===== config.mk =====
export PLATFORM = sky130hd
export DESIGN_NAME = io_channel_hub
export DESIGN_NICKNAME = d
export VERILOG_FILES = /design/src/rtl/io_channel_hub.sv
export SDC_FILE = /design/constraint.sdc
export NUM_CORES = 1
export LEC_CHECK = 0
export BUFFER_PORTS_ARGS = -buffer_cell sky130_fd_sc_hd__buf_2
export CORE_MARGIN = 4
export CORE_UTILIZATION = 40
export CTS_CLUSTER_SIZE = 30
export DETAILED_ROUTE_END_ITERATION = 7
export GPL_ROUTABILITY_DRIVEN = 1
export PLACE_DENSITY = 0.67
export SLEW_MARGIN = 25
export SYNTH_ARGS = -nofsm -noshare
export SYNTH_HDL_FRONTEND = slang
export SYNTH_SLANG_ARGS = --single-unit
export TNS_END_PERCENT = 20

===== constraint.sdc =====
create_clock -name clk -period 2.5 [get_ports clk]
set_input_delay 0 -clock clk [delete_from_list [all_inputs] [get_ports clk]]
set_output_delay 0 -clock clk [all_outputs]
set_load 0.05 [all_outputs]

===== src/rtl/io_channel_hub.sv =====
// io_channel_hub: multi-channel device I/O hub. Each channel has an input FIFO
// filled on enter_in rising edges and an output handshake FSM, and the CPU reaches
// one channel per access through a single read/write port.
// Optional feature macro: IO_HUB_TIMEOUT_EN. It aborts output handshakes that
// stall for TIMEOUT cycles and flags them on 'timeout'.
module io_channel_hub #(
  parameter int CH_W    = 2,
  parameter int DATA_W  = 32,
  parameter int DEPTH_W = 2,
  parameter int TIMEOUT = 255
) (
  input  logic                         clk,
  input  logic                         rst,
  input  logic [(1<<CH_W)*DATA_W-1:0]  dev_in,
  input  logic [(1<<CH_W)-1:0]         enter_in,
  output logic [(1<<CH_W)*DATA_W-1:0]  dev_out,
  output logic [(1<<CH_W)-1:0]         enter_out,
  input  logic [(1<<CH_W)-1:0]         done_out,
  input  logic [CH_W-1:0]              cpu_chan,
  input  logic                         cpu_rd,
  input  logic                         cpu_wr,
  input  logic [DATA_W-1:0]            cpu_wdata,
  output logic [DATA_W-1:0]            cpu_rdata,
  output logic                         cpu_rvalid,
  output logic                         wr_err,
  output logic [(1<<CH_W)-1:0]         in_ready,
  output logic [(1<<CH_W)-1:0]         out_ready,
  output logic [(1<<CH_W)-1:0]         overflow,
  output logic [(1<<CH_W)-1:0]         timeout
);
  localparam int CHANNELS = 1 << CH_W;
  localparam int DEPTH    = 1 << DEPTH_W;
  localparam int PTR_W    = DEPTH_W + 1;

  typedef enum logic [1:0] {ST_IDLE, ST_PRESENT, ST_RELEASE} outState_e;

  if (TIMEOUT < 1) begin : gBadTimeout
    $error("io_channel_hub: TIMEOUT must be at least 1");
  end

  logic [CHANNELS-1:0]              enterPrev_q;
  logic [CHANNELS-1:0]              inEdge;
  logic [DATA_W-1:0]                fifoMem_q [CHANNELS][DEPTH];
  logic [CHANNELS-1:0][PTR_W-1:0]   wrPtr_q, wrPtr_d, rdPtr_q, rdPtr_d;
  logic [CHANNELS-1:0]              push, pop, full, empty;
  logic [CHANNELS-1:0]              overflow_q, overflow_d;
  logic [DATA_W-1:0]                cpuRdata_q, cpuRdata_d;
  logic                             cpuRvalid_q, cpuRvalid_d;
  logic                             wrErr_q, wrErr_d;
  outState_e [CHANNELS-1:0]         state_q, state_d;
  logic [CHANNELS-1:0][DATA_W-1:0]  devOut_q, devOut_d;

  assign inEdge = enter_in & ~enterPrev_q;

  // FIFO bookkeeping: full/empty decode, push/pop decisions, read data and overflow flags
  always_comb begin
    wrPtr_d     = wrPtr_q;
    rdPtr_d     = rdPtr_q;
    overflow_d  = overflow_q;
    cpuRdata_d  = cpuRdata_q;
    cpuRvalid_d = 1'b0;
    push        = '0;
    pop         = '0;
    full        = '0;
    empty       = '0;
    for (int c = 0; c < CHANNELS; c++) begin
      full[c]  = (wrPtr_q[c][PTR_W-1] != rdPtr_q[c][PTR_W-1]) &&
                 (wrPtr_q[c][PTR_W-2:0] == rdPtr_q[c][PTR_W-2:0]);
      empty[c] = (wrPtr_q[c] == rdPtr_q[c]);
      pop[c]   = cpu_rd && (cpu_chan == CH_W'(c)) && !empty[c];
      push[c]  = inEdge[c] && (!full[c] || pop[c]);
      if (pop[c]) begin
        rdPtr_d[c]    = rdPtr_q[c] + PTR_W'(1);
        overflow_d[c] = 1'b0;
        cpuRdata_d    = fifoMem_q[c][rdPtr_q[c][PTR_W-2:0]];
        cpuRvalid_d   = 1'b1;
      end
      if (push[c]) begin
        wrPtr_d[c] = wrPtr_q[c] + PTR_W'(1);
      end
      if (inEdge[c] && !push[c]) begin
        overflow_d[c] = 1'b1;
      end
    end
  end

  // FIFO storage has no reset; emptiness is defined by the pointers alone
  always_ff @(posedge clk) begin
    for (int c = 0; c < CHANNELS; c++) begin
      if (push[c]) begin
        fifoMem_q[c][wrPtr_q[c][PTR_W-2:0]] <= dev_in[c*DATA_W +: DATA_W];
      end
    end
  end

  // Input-side registers; enterPrev resets high so a level held through reset is ignored
  always_ff @(posedge clk) begin
    if (rst) begin
      enterPrev_q <= '1;
      wrPtr_q     <= '0;
      rdPtr_q     <= '0;
      overflow_q  <= '0;
      cpuRdata_q  <= '0;
      cpuRvalid_q <= 1'b0;
    end else begin
      enterPrev_q <= enter_in;
      wrPtr_q     <= wrPtr_d;
      rdPtr_q     <= rdPtr_d;
      overflow_q  <= overflow_d;
      cpuRdata_q  <= cpuRdata_d;
      cpuRvalid_q <= cpuRvalid_d;
    end
  end

`ifdef IO_HUB_TIMEOUT_EN
  localparam int CNT_W = $clog2(TIMEOUT + 1);
  localparam logic [CNT_W-1:0] TIMEOUT_VAL = CNT_W'(TIMEOUT);

  logic [CHANNELS-1:0][CNT_W-1:0] cnt_q, cnt_d;
  logic [CHANNELS-1:0]            timeout_q, timeout_d;
`endif

  // Output handshake next-state: IDLE -> PRESENT on write, PRESENT -> RELEASE on done, back on !done
  always_comb begin
    state_d  = state_q;
    devOut_d = devOut_q;
    wrErr_d  = 1'b0;
`ifdef IO_HUB_TIMEOUT_EN
    cnt_d     = cnt_q;
    timeout_d = timeout_q;
`endif
    for (int c = 0; c < CHANNELS; c++) begin
      case (state_q[c])
        ST_IDLE: begin
          if (cpu_wr && (cpu_chan == CH_W'(c))) begin
            state_d[c]  = ST_PRESENT;
            devOut_d[c] = cpu_wdata;
`ifdef IO_HUB_TIMEOUT_EN
            cnt_d[c]     = '0;
            timeout_d[c] = 1'b0;
`endif
          end
        end
        ST_PRESENT: begin
          if (done_out[c]) begin
            state_d[c] = ST_RELEASE;
          end
        end
        ST_RELEASE: begin
          if (!done_out[c]) begin
            state_d[c] = ST_IDLE;
          end
        end
        default: state_d[c] = ST_IDLE;
      endcase
`ifdef IO_HUB_TIMEOUT_EN
      if (state_q[c] != ST_IDLE) begin
        cnt_d[c] = cnt_q[c] + CNT_W'(1);
        if (cnt_d[c] == TIMEOUT_VAL) begin
          state_d[c]   = ST_IDLE;
          timeout_d[c] = 1'b1;
        end
      end
`endif
      if (cpu_wr && (cpu_chan == CH_W'(c)) && (state_q[c] != ST_IDLE)) begin
        wrErr_d = 1'b1;
      end
    end
  end

  // Output-side registers
  always_ff @(posedge clk) begin
    if (rst) begin
      for (int c = 0; c < CHANNELS; c++) begin
        state_q[c] <= ST_IDLE;
      end
      devOut_q <= '0;
      wrErr_q  <= 1'b0;
`ifdef IO_HUB_TIMEOUT_EN
      cnt_q     <= '0;
      timeout_q <= '0;
`endif
    end else begin
      state_q  <= state_d;
      devOut_q <= devOut_d;
      wrErr_q  <= wrErr_d;
`ifdef IO_HUB_TIMEOUT_EN
      cnt_q     <= cnt_d;
      timeout_q <= timeout_d;
`endif
    end
  end

  // Status outputs are pure decodes of registered state
  always_comb begin
    enter_out = '0;
    out_ready = '0;
    for (int c = 0; c < CHANNELS; c++) begin
      enter_out[c] = (state_q[c] == ST_PRESENT);
      out_ready[c] = (state_q[c] == ST_IDLE);
    end
  end

  assign dev_out    = devOut_q;
  assign in_ready   = ~empty;
  assign overflow   = overflow_q;
  assign cpu_rdata  = cpuRdata_q;
  assign cpu_rvalid = cpuRvalid_q;
  assign wr_err     = wrErr_q;
`ifdef IO_HUB_TIMEOUT_EN
  assign timeout = timeout_q;
`else
  assign timeout = '0;
`endif

endmodule


==> impl_results.md, run 1 <==
* Time the final worst path needs with I/O delays and setup at 2.04 ns
* Floorplan row count at 94
* Relative max-transition margin at 0.520
* Placed Instance Area at 30,000 um^2
* Cell with the most instances after synthesis: sky130_fd_sc_hd__edfxtp_1
* Post-Route Skew at 0.0223 ns
* First-iteration detailed-routing DRC count at 1,378
* Die Footprint at 71,500 um^2
* Crit path setup slack, layout at 0.460 ns
* Sequential area share after synthesis at 0.722
* Post-synthesis to final-layout area growth at 27.7%
* Routability congestion estimate from global placement at 0.807
* Cells taking the most area after synthesis: sky130_fd_sc_hd__edfxtp_1 (57%), sky130_fd_sc_hd__dfxtp_1 (15%), sky130_fd_sc_hd__mux4_2 (11%)
* H-tree lvl count at 3
* Number of vias in the routed layout at 16,300
* Area leader, netlist: sky130_fd_sc_hd__edfxtp_1
* Worst skew pair latency at 0.61 ns
* #FFs+latches synth at 714
* Post-synthesis cell count at 1,656
* Critical Path Slowest Stage Cell: sky130_fd_sc_hd__dfxtp_1
* Worst path top cell family by delay: simple AND/OR/NAND/NOR gates
* Hold violation total from the final report at 0
* FF-to-FF path depth at 6
* Setup_tns at 0 ns
* Total Routing Usage GR at 0.191
* Leading register cell type out of synthesis: sky130_fd_sc_hd__edfxtp_1
* Post-synthesis cell type count at 49
* Wire length reported by the detailed router at 69,100 um
* Share of synthesized registers carrying an async set or reset at 0
* Yosys warnings at 0
* Port Buffer Count at 351
* Post-synthesis instance area at 26,900 um^2
* Worst-margin pin slew at 0.719 ns
* Finished layout cell area at 34,300 um^2
* Die X at 267 um
* Share of Yosys cell area claimed by the top area cell type at 0.572
* Pin count of the biggest net entering global routing at 124
* Most common library cells after synthesis: sky130_fd_sc_hd__edfxtp_1 (512), sky130_fd_sc_hd__nand2_1 (261), sky130_fd_sc_hd__dfxtp_1 (202), sky130_fd_sc_hd__a21oi_1 (168), sky130_fd_sc_hd__mux4_2 (129)
* Core Area at 66,200 um^2
* Clock tree buffer depth at 3
* Count of pins over their slew limit at 0
* Leakage at 12.1 nW
* Unrepaired setup endpoints after global routing: false
* Endpoints failing setup at 0
* Buffers & Inverters on Critical Path at 1
* Overflow after GRT at 0
* CTS resizes at 0
* CTS buffer count at 75
* Maximum fanout along the worst path at 28
* Post-detailed-route via-to-cell ratio at 5.18
* Achievable clock frequency at 490 MHz
* Die Span Y at 267 um
* Nets at 2,401
* Startpoint-to-endpoint class of the critical path: flop to flop
* Crit-path cells: xnor2_2 -> nand3_2 -> o2111ai_4 -> nor4b_4 -> buf_12 -> a22o_1
* Outcome: finished, final reports clean
* Final std cells w/o fill at 3,147
* CTS root buffer: sky130_fd_sc_hd__clkbuf_16
* Initial antenna violation count at 16
* Post-DRT Antenna Nets at 0
* Setup crit end kind: flop
* Count of cells along the worst hold path at 4
* HPWL after detailed placement at 46,200 um
* Post-CTS Setup Bufs at 0
* First-pass GRT wire length at 103,000 um
* Post-route DRC at 0
* Sink count of the clock tree at 714
* Via count of the first global-routing pass at 16,600
* Pwr/cell area at 757 nW/um^2
* Number of top-level pins at 356
* Critical Path AT at 2.59 ns
* Startpoint type of the worst setup path: flop
* Initial Utilization at 0.406
* Post-synth EDFFs at 512
* Number of maximum-capacitance violations at 0
* Routed WL per cell at 22.0 um
* Required time of the critical path at 3.05 ns
* Hold WC Path Type: input port to flop
* Fin crit share at 0.816
* Delay of the slowest critical-path stage at 0.49 ns
* Inst Count DP at 2,820
* Quantity of hold-fixing buffers added after cts at 171
* Critical path depth in cells at 6
* IR drop worst, VDD at 0.757 mV
* Worst slack after detailed placement at 0.347 ns
* Avg Synthesized Cell Area at 16.2 um^2
* 1st-pass router iterations at 5
* Fraction of layout cells with a size suffix above 1 at 0.297
* TritonCTS clock tree: built
* Clock transition at the register clock pins on the worst setup and hold paths after CTS at 0.06 ns
* Overall power of the completed layout at 0.0260 W
## state kept, by name, summed over array words and instances (netlist names)
register     count
wr_err           1
state_q          8
fifoMem_q      512
cpu_rvalid       1
enterPrev_q      4
dev_out        128
cpu_rdata       32
rdPtr_q         12
wrPtr_q         12
overflow         4
## logic make-up (layout without fill, tap and decap cells)
family / Yosys count / in the layout / synth area share
AOI/OAI and AO/OA: 246 / 246 / 0.0557
xor gates and xnor gates: 38 / 38 / 0.0146
adders and majority gates: 20 / 20 / 0.00930
buffers and inverters: 112 / 722 / 0.0197
DFF: 714 / 714 / 0.722
muxes: 165 / 165 / 0.121
other: 1 / 18 / 0.000139
and+or+nand+nor: 360 / 360 / 0.0573
## path summary, 6_finish.rpt
path	slack, ns	startpoint	end
worst max-delay path	0.46	wrPtr_q[6]$_SDFFE_PP0P_	cpu_rdata[19]$_SDFFE_PP0P_
worst min-delay path	0.05	cpu_chan[1]	state_q[6]$_SDFFE_PP0P_
worst max register to register	0.46	wrPtr_q[6]$_SDFFE_PP0P_	cpu_rdata[19]$_SDFFE_PP0P_
worst min register to register	0.45	dev_out[127]$_SDFFE_PP0P_	dev_out[127]$_SDFFE_PP0P_
## metrics by stage
| step | hold slack (ns) | util |
|---|---|---|
| floorplan | 0.0989 | - |
| global placement | 0.209 | 0.453 |
| detailed placement | 0.210 | 0.453 |
| CTS | 0.0129 | 0.517 |
| global route | 0.0656 | 0.518 |
| finish | 0.0523 | 0.519 |
## area by class of cell
| class | count | area [um^2] |
|---|---|---|
| timing repair buffer | 573 | 4200 |
| sequential | 714 | 19400 |
| inverter | 10 | 37.5 |
| clock buffer | 96 | 2070 |
| fill | 5338 | 31900 |
| multi-input combinational | 833 | 7000 |
| clock inverter | 43 | 497 |
| antenna | 14 | 35.0 |
| tap | 864 | 1080 |
## report_power, final
| part | internal (W) | switching [W] |
|---|---|---|
| Clock | 0.00666 | 0.00461 |
| Combinational | 0.000642 | 0.00111 |
| Sequential | 0.0129 | 0.000107 |
| Total | 0.0202 | 0.00583 |
## cell usage in the layout, fill, tap and decap left out, drive strengths merged, types with 2 or more instances in the layout
cell type,count
xor2,14
ha,20
dfxtp,202
nand2b,8
and3,7
edfxtp,512
mux2i,36
diode,14
and2,16
or2,5
nor4,2
nand2,261
buf,400
o21ba,2
a22o,32
nor3,2
nor2,36
nand3b,2
o22ai,32
a31oi,2
clkinv,28
dlygate4sd3,173
nor2b,5
clkinvlp,5
inv,13
nand3,9
nor4b,2
nand4,2
clkbuf,96
mux4,129
a41oi,4
xnor2,24
bufinv,7
a21oi,169
conb,4
## tightest hold or removal path, cell delays in order
cell,delay [ns]
sky130_fd_sc_hd__buf_2,0.18
sky130_fd_sc_hd__buf_4,0.21
sky130_fd_sc_hd__nand4_1,0.12
sky130_fd_sc_hd__a21oi_1,0.07
## layer usage
layer | up-vias | track usage | wire, um
li1 | 7401 | - | -
met1 | 8126 | 0.235 | 26100
met2 | 651 | 0.333 | 35100
met3 | 121 | 0.0527 | 5960
met4 | 6 | 0.0523 | 1870
met5 | - | 0 | 35
(Power assumes the default switching activity.)
==> run 2: changes to the inputs <==
- ABC_AREA: unset -> 1
- PLACE_DENSITY: 0.67 -> 0.65
- clock period: 2.5 -> 2.1 ns (I/O delays scaled with it)
==> run 2 against run 1 <==
  * Final cell count increased by 32%
  * Synthesized cell count increased by 57%
  * Worst setup slack got worse by 0.32 ns
==> impl_results.md, run 2 <==
* Routed WL per cell at 19.6 um
* Count of pins over their slew limit at 0
* IR drop worst, VDD at 0.595 mV
* CTS root buffer: sky130_fd_sc_hd__clkbuf_16
* Top layer used by detailed routing: met5
* Met2 wire length at 37,700 um
* Number of vias in the routed layout at 21,000
* CTS buffer count at 77
* Area of combinational cells with multiple inputs at 7660 um^2
* Fin crit share at 0.935
* Worst slack after detailed placement at -0.278 ns
* Most common cell after layout, fill and taps aside: sky130_fd_sc_hd__nand2_1
* Unrepaired setup endpoints after global routing: false
* Number of top-level pins at 356
* Worst skew pair latency at 0.62 ns
* Yosys warnings at 0
* Met3 WL at 6210 um
* Setup_tns at 0 ns
* TritonCTS clock tree: built
* Startpoint type of the worst setup path: flop
* Crit path setup slack, layout at 0.136 ns
* Die X at 272 um
* Storage cell area at 19,400 um^2
* Clock tree buffer depth at 3
* Worst-margin pin slew at 0.659 ns
* Post-synthesis instance area at 28,000 um^2
* Achievable clock frequency at 509 MHz
* Outcome: finished, final reports clean
* Via count of the first global-routing pass at 20,100
* Post-synthesis cell type count at 34
* Area leader, netlist: sky130_fd_sc_hd__edfxtp_1
* Share of synthesized registers carrying an async set or reset at 0
* Most frequent cells in the layout: sky130_fd_sc_hd__nand2_1 (603), sky130_fd_sc_hd__edfxtp_1 (512), sky130_fd_sc_hd__buf_2 (349)
* Post-synthesis cell count at 2,603
* #FFs+latches synth at 714
* Final-layout fill cell count at 6,134
* Most common library cells after synthesis: sky130_fd_sc_hd__nand2_1 (606), sky130_fd_sc_hd__edfxtp_1 (512), sky130_fd_sc_hd__nor2_1 (325), sky130_fd_sc_hd__nand3_1 (255), sky130_fd_sc_hd__o21ai_0 (236)
* Time the final worst path needs with I/O delays and setup at 1.96 ns
* Wire length reported by the detailed router at 81,200 um
* Finished layout cell area at 35,700 um^2
* Port Buffer Count at 351
* Sum of routed wire segments on met1 at 34,700 um
* Post-detailed-route via-to-cell ratio at 5.06
* Total Routing Usage GR at 0.214
* Sequential area share after synthesis at 0.695
* Inst Count DP at 3,821
* First-pass GRT wire length at 122,000 um
* Maximum fanout along the worst path at 32
* Fraction of layout cells with a size suffix above 1 at 0.190
* Sink count of the clock tree at 714
* Leading register cell type out of synthesis: sky130_fd_sc_hd__edfxtp_1
* Post-synthesis to final-layout area growth at 27.6%
* Post-synth EDFFs at 512
* Floorplan row count at 96
* Hold WC Path Type: input port to flop
* Initial Utilization at 0.405
* Die Footprint at 74,200 um^2
* Pwr/cell area at 892 nW/um^2
* Largest register FFs at 512
* Die Span Y at 272 um
* Share of Yosys cell area claimed by the top area cell type at 0.550
* Core Area at 68,900 um^2
* Worst-case hold slack at 0.0646 ns
* Leakage at 14.3 nW
* Required time of the critical path at 2.61 ns
* Overflow after GRT at 0
* Post-Route Skew at 0.0269 ns
* Cells taking the most area after synthesis: sky130_fd_sc_hd__edfxtp_1 (55%), sky130_fd_sc_hd__dfxtp_1 (14%), sky130_fd_sc_hd__nand2_1 (8.1%)
* Startpoint-to-endpoint class of the critical path: flop to flop
* Hold violation total from the final report at 0
* Number of maximum-capacitance violations at 0
* 1st-pass router iterations at 6
* Routability congestion estimate from global placement at 0.835
* Post-route DRC at 0
* Avg Synthesized Cell Area at 10.7 um^2
* Setup crit end kind: flop
* Final std cells w/o fill at 4,146
* Pin count of the biggest net entering global routing at 60
* HPWL after detailed placement at 53,700 um
* Cell with the most instances after synthesis: sky130_fd_sc_hd__nand2_1
* Critical Path AT at 2.48 ns
* Endpoints failing setup at 0
* H-tree lvl count at 3
* Nets at 3,342
* Post-DRT Antenna Nets at 0
* Placed Instance Area at 31,300 um^2
* First-iteration detailed-routing DRC count at 2,129
* Relative max-transition margin at 0.559
* Initial antenna violation count at 8
* Clock transition at the register clock pins on the worst setup and hold paths after CTS at 0.06 ns
[run 2: cell count changes in the layout (fill, tap and decap cells not counted), moves of 81 or more]
cell                      delta
sky130_fd_sc_hd__inv_1      +81
sky130_fd_sc_hd__mux4_2    -129
sky130_fd_sc_hd__nand2_1   +342
sky130_fd_sc_hd__nand3_1   +243
sky130_fd_sc_hd__nor2_1    +274
sky130_fd_sc_hd__o21ai_0   +236
[run 2: layer usage]
metal  vias up  global-route usage
li1      10000                   -
met1      9983               0.293
met2       816               0.343
met3       155              0.0440
met4         4              0.0700
met5         -                   0
[run 2: final timing paths]
check                     startpoint                         end  slack (ns)  cells past startpoint
max          wrPtr_q[4]$_SDFFE_PP0P_  cpu_rdata[30]$_SDFFE_PP0P_        0.14                     11
min                      cpu_chan[1]     rdPtr_q[3]$_SDFFE_PP0N_        0.06                      6
max reg2reg  wrPtr_q[4]$_SDFFE_PP0P_  cpu_rdata[30]$_SDFFE_PP0P_        0.14                     11
min reg2reg  state_q[0]$_SDFFE_PP0P_     state_q[1]$_SDFFE_PP0P_        0.44                      1
[run 2: cell families (layout without fill, tap and decap cells)]
group	after synthesis	in the layout	share of synthesized area
simple gates	1207	1208	0.177
fa+ha+maj	20	20	0.00895
compound gates	393	393	0.0767
other cells	1	9	0.000134
buf+inv	258	861	0.0383
flops	714	714	0.695
xor+xnor	10	10	0.00394
[run 2: timing repair]
action,4_1_cts,5_1_grt
hold buffers,172,0
pin swaps,1,1
hold endpoints to repair,663,0
setup buffers,3,2
setup endpoints to repair,65,287
gates cloned,2,0
resized for setup,5,12
[run 2: power by group]
part	switching (W)	internal [W]	total (W)
combinational	0.00212	0.000940	0.00306
clock	0.00552	0.00766	0.0132
sequential	0.000157	0.0154	0.0156
[run 2: worst max-delay path, cell delays in order, from the launching register on]
cell	delay, ns
sky130_fd_sc_hd__dfxtp_1	0.34
sky130_fd_sc_hd__inv_1	0.14
sky130_fd_sc_hd__nand2_1	0.08
sky130_fd_sc_hd__nand2_1	0.10
sky130_fd_sc_hd__nand3_2	0.11
sky130_fd_sc_hd__nand2_2	0.16
sky130_fd_sc_hd__buf_4	0.39
sky130_fd_sc_hd__o21ai_0	0.21
sky130_fd_sc_hd__nand3_1	0.17
sky130_fd_sc_hd__nand2_1	0.07
sky130_fd_sc_hd__nand2_1	0.05
sky130_fd_sc_hd__nand2_1	0.04
[run 2: through the flow]
stage                     total power [W]  utilization
final                              0.0318        0.517
after global routing               0.0329        0.517
after CTS                          0.0321        0.516
after detailed placement           0.0186        0.455
after global placement             0.0186        0.454
after floorplan                    0.0175            -
[run 2: cell type report]
cell class                 instances  area share
clock buffer                     111      0.0611
antenna                            5    0.000351
multi-input combinational       1635       0.215
clock inverter                    30     0.00828
sequential                       714       0.545
timing repair inverter             1    0.000211
timing repair buffer             619       0.127
inverter                         100      0.0109
tap                              931      0.0327
==> run 3: changes to the inputs <==
--- a/config.mk
+++ b/config.mk
@@ -9,2 +9,3 @@
 export BUFFER_PORTS_ARGS = -buffer_cell sky130_fd_sc_hd__buf_2
+export CORE_ASPECT_RATIO = 0.8
 export CORE_MARGIN = 4
--- a/constraint.sdc
+++ b/constraint.sdc
@@ -3,2 +3,2 @@
 set_output_delay 0 -clock clk [all_outputs]
-set_load 0.05 [all_outputs]
+set_load 0.02 [all_outputs]
==> run 3 against run 2 <==
  * Critical path depth decreased by 2
  * Largest power group unchanged
  * Via count decreased by 1.5%
  * Highest routed layer unchanged
  * Critical endpoint is now fifoMem_q[1][45]$_DFFE_PP_
  * Global-route usage decreased by 0.70 points
  * Core utilization decreased by 0.66 points
  * Critical path type unchanged
  * Final cell count decreased by 1.1%
==> impl_results.md, run 3 (synthesis results as in run 2) <==
* Outcome: finished, final reports clean
* Crit-path cells: inv_1 -> nand2_1 -> nand2_1 -> nand3_2 -> nand2_2 -> nand2_1 -> nand2_1 -> nor2_2 -> buf_12
* TritonCTS clock tree: built
* Endpoints failing setup at 0
* CTS root buffer: sky130_fd_sc_hd__clkbuf_16
* R2R setup slack at 0.14 ns
* Sink count of the clock tree at 714
* Critical Path Slowest Stage Cell: sky130_fd_sc_hd__dfxtp_1
* Setup_tns at 0 ns
* Overall power of the completed layout at 0.0303 W
* Hold-critical path endpoint: fifoMem_q[1][105]$_DFFE_PP_
* Die Span Y at 244 um
* First-iteration detailed-routing DRC count at 1,863
* Most common cell after layout, fill and taps aside: sky130_fd_sc_hd__nand2_1
* Count of pins over their slew limit at 0
* Startpoint type of the worst setup path: flop
* 1st-pass router iterations at 7
* Unrepaired setup endpoints after global routing: false
* Hold violation total from the final report at 0
* Post-DRT Antenna Nets at 0
* Reg-to-reg critical path endpoint: fifoMem_q[1][45]$_DFFE_PP_
* Fin crit share at 0.935
* Post-synthesis to final-layout area growth at 26.2%
* Relative max-transition margin at 0.534
* Post-route DRC at 0
* H-tree lvl count at 3
* Overflow after GRT at 0
* Largest register FFs at 512
* Launching element of the worst setup path: wrPtr_q[4]$_SDFFE_PP0P_
* Floorplan row count at 86
* Count of cells along the worst hold path at 2
* FF-to-FF path depth at 9
* Storage cell area at 19,400 um^2
* Final-layout fill cell count at 6,110
* Hold Startpoint: dev_in[41]
* Fraction of layout cells with a size suffix above 1 at 0.181
* Required time of the critical path at 2.41 ns
* Routed WL per cell at 19.3 um
* CTS buffer count at 71
* Die Footprint at 74,200 um^2
* R2r startpoint: wrPtr_q[4]$_SDFFE_PP0P_
* Area of combinational cells with multiple inputs at 7620 um^2
* Delay of the slowest critical-path stage at 0.37 ns
* Number of maximum-capacitance violations at 0
* Post-detailed-route via-to-cell ratio at 5.05
* Number of vias in the routed layout at 20,700
* Clock transition at the register clock pins on the worst setup and hold paths after CTS at 0.06 ns
* Most frequent cells in the layout: sky130_fd_sc_hd__nand2_1 (604), sky130_fd_sc_hd__edfxtp_1 (512), sky130_fd_sc_hd__buf_2 (351)
* Achievable clock frequency at 510 MHz
* Worst-margin pin slew at 0.699 ns
* Number of top-level pins at 356
* Maximum fanout along the worst path at 32
* Initial antenna violation count at 7
* Pin count of the biggest net entering global routing at 99
* Nets at 3,317
* Critical Path AT at 2.27 ns
* Worst skew pair latency at 0.62 ns
* Clock tree buffer depth at 3
* Startpoint-to-endpoint class of the critical path: flop to flop
* Initial Utilization at 0.405
* Post-Route Skew at 0.0184 ns
* Die X at 304 um
* Time the final worst path needs with I/O delays and setup at 1.96 ns
* Routability congestion estimate from global placement at 0.814
* Port Buffer Count at 351
* First-pass GRT wire length at 117,000 um
* HPWL after detailed placement at 51,700 um
* Hold WC Path Type: input port to flop
* Setup crit end kind: flop
* Pwr/cell area at 859 nW/um^2
* Worst path top cell family by delay: simple AND/OR/NAND/NOR gates
* Wire length reported by the detailed router at 79,100 um
* Most frequent CP cell: sky130_fd_sc_hd__nand2_1
* Core Area at 69,100 um^2
* Via count of the first global-routing pass at 19,200
* Total Routing Usage GR at 0.207
* Post-CTS Setup Bufs at 0
* Leakage at 14.1 nW
* IR drop worst, VDD at 0.579 mV
* Buffers & Inverters on Critical Path at 2
==> run 3: cell count changes in the layout (fill, tap and decap cells not counted), sizes merged, moves of 2 or more <==
cell	delta
clkinv	-2
bufinv	-2
buf	-19
clkbuf	-10
clkinvlp	-3
diode	-3
==> run 3: per-layer routing <==
metal / up-vias / track usage / share of wire
li1: 9981 / - / -
met1: 9768 / 0.291 / 0.43
met2: 811 / 0.322 / 0.46
met3: 119 / 0.0568 / 0.092
met4: 10 / 0.0450 / 0.020
met5: - / 0 / 0.00087
==> run 3: worst max-delay path by stage <==
stage / to / slack, ns / cells past startpoint
finish: fifoMem_q[1][45]$_DFFE_PP_ / 0.14 / 9
global route: fifoMem_q[0][58]$_DFFE_PP_ / 0.01 / 9
CTS: cpu_rdata[0]$_SDFFE_PP0P_ / 0.11 / 11
global placement: cpu_rdata[1]$_SDFFE_PP0P_ / 0.18 / 11
detailed placement: cpu_rdata[8]$_SDFFE_PP0P_ / 0.13 / 11
floorplan: fifoMem_q[2][0]$_DFFE_PP_ / -0.32 / 7
==> run 3: layout make-up <==
type	instances	share of cell area
tap	924	0.0328
sequential	714	0.551
timing repair buffer	601	0.127
clock buffer	101	0.0568
clock inverter	23	0.00539
antenna	2	0.000142
multi-input combinational	1635	0.216
inverter	100	0.0109
==> run 3: worst register-to-register path: stages, from the launching register on <==
cell and delay (ns):
sky130_fd_sc_hd__dfxtp_1 0.37, sky130_fd_sc_hd__inv_1 0.10, sky130_fd_sc_hd__nand2_1 0.07, sky130_fd_sc_hd__nand2_1 0.08, sky130_fd_sc_hd__nand3_2 0.12, sky130_fd_sc_hd__nand2_2 0.07
sky130_fd_sc_hd__nand2_1 0.08, sky130_fd_sc_hd__nand2_1 0.25, sky130_fd_sc_hd__nor2_2 0.23, sky130_fd_sc_hd__buf_12 0.24
==> run 3: report_power, final <==
part           internal [W]  total, W  switching [W]  leakage, nW
Sequential           0.0154    0.0156       0.000163         6.27
Clock               0.00680    0.0121        0.00532         1.07
Combinational      0.000922   0.00260        0.00168         6.77
Total                0.0231    0.0303        0.00716         14.1
==> run 3: per-stage QoR <==
step	worst slack, ns	std cells	util	cell area [um^2]	hold slack [ns]
after floorplan	-0.323	2606	-	28100	0.0964
after global placement	0.183	3800	0.454	31300	0.191
after detailed placement	0.131	3800	0.454	31300	0.193
after CTS	0.113	4097	0.510	35300	0.0815
after global routing	0.0140	4098	0.511	35300	0.107
final	0.137	4100	0.511	35300	0.126
==> run 3: repair_timing <==
| action | 4_1_cts | 5_1_grt |
|---|---|---|
| gates resized for setup | 0 | 1 |
| hold buffers | 173 | 0 |
| setup endpoints to repair | 0 | 24 |
| hold endpoints to repair | 666 | 0 |
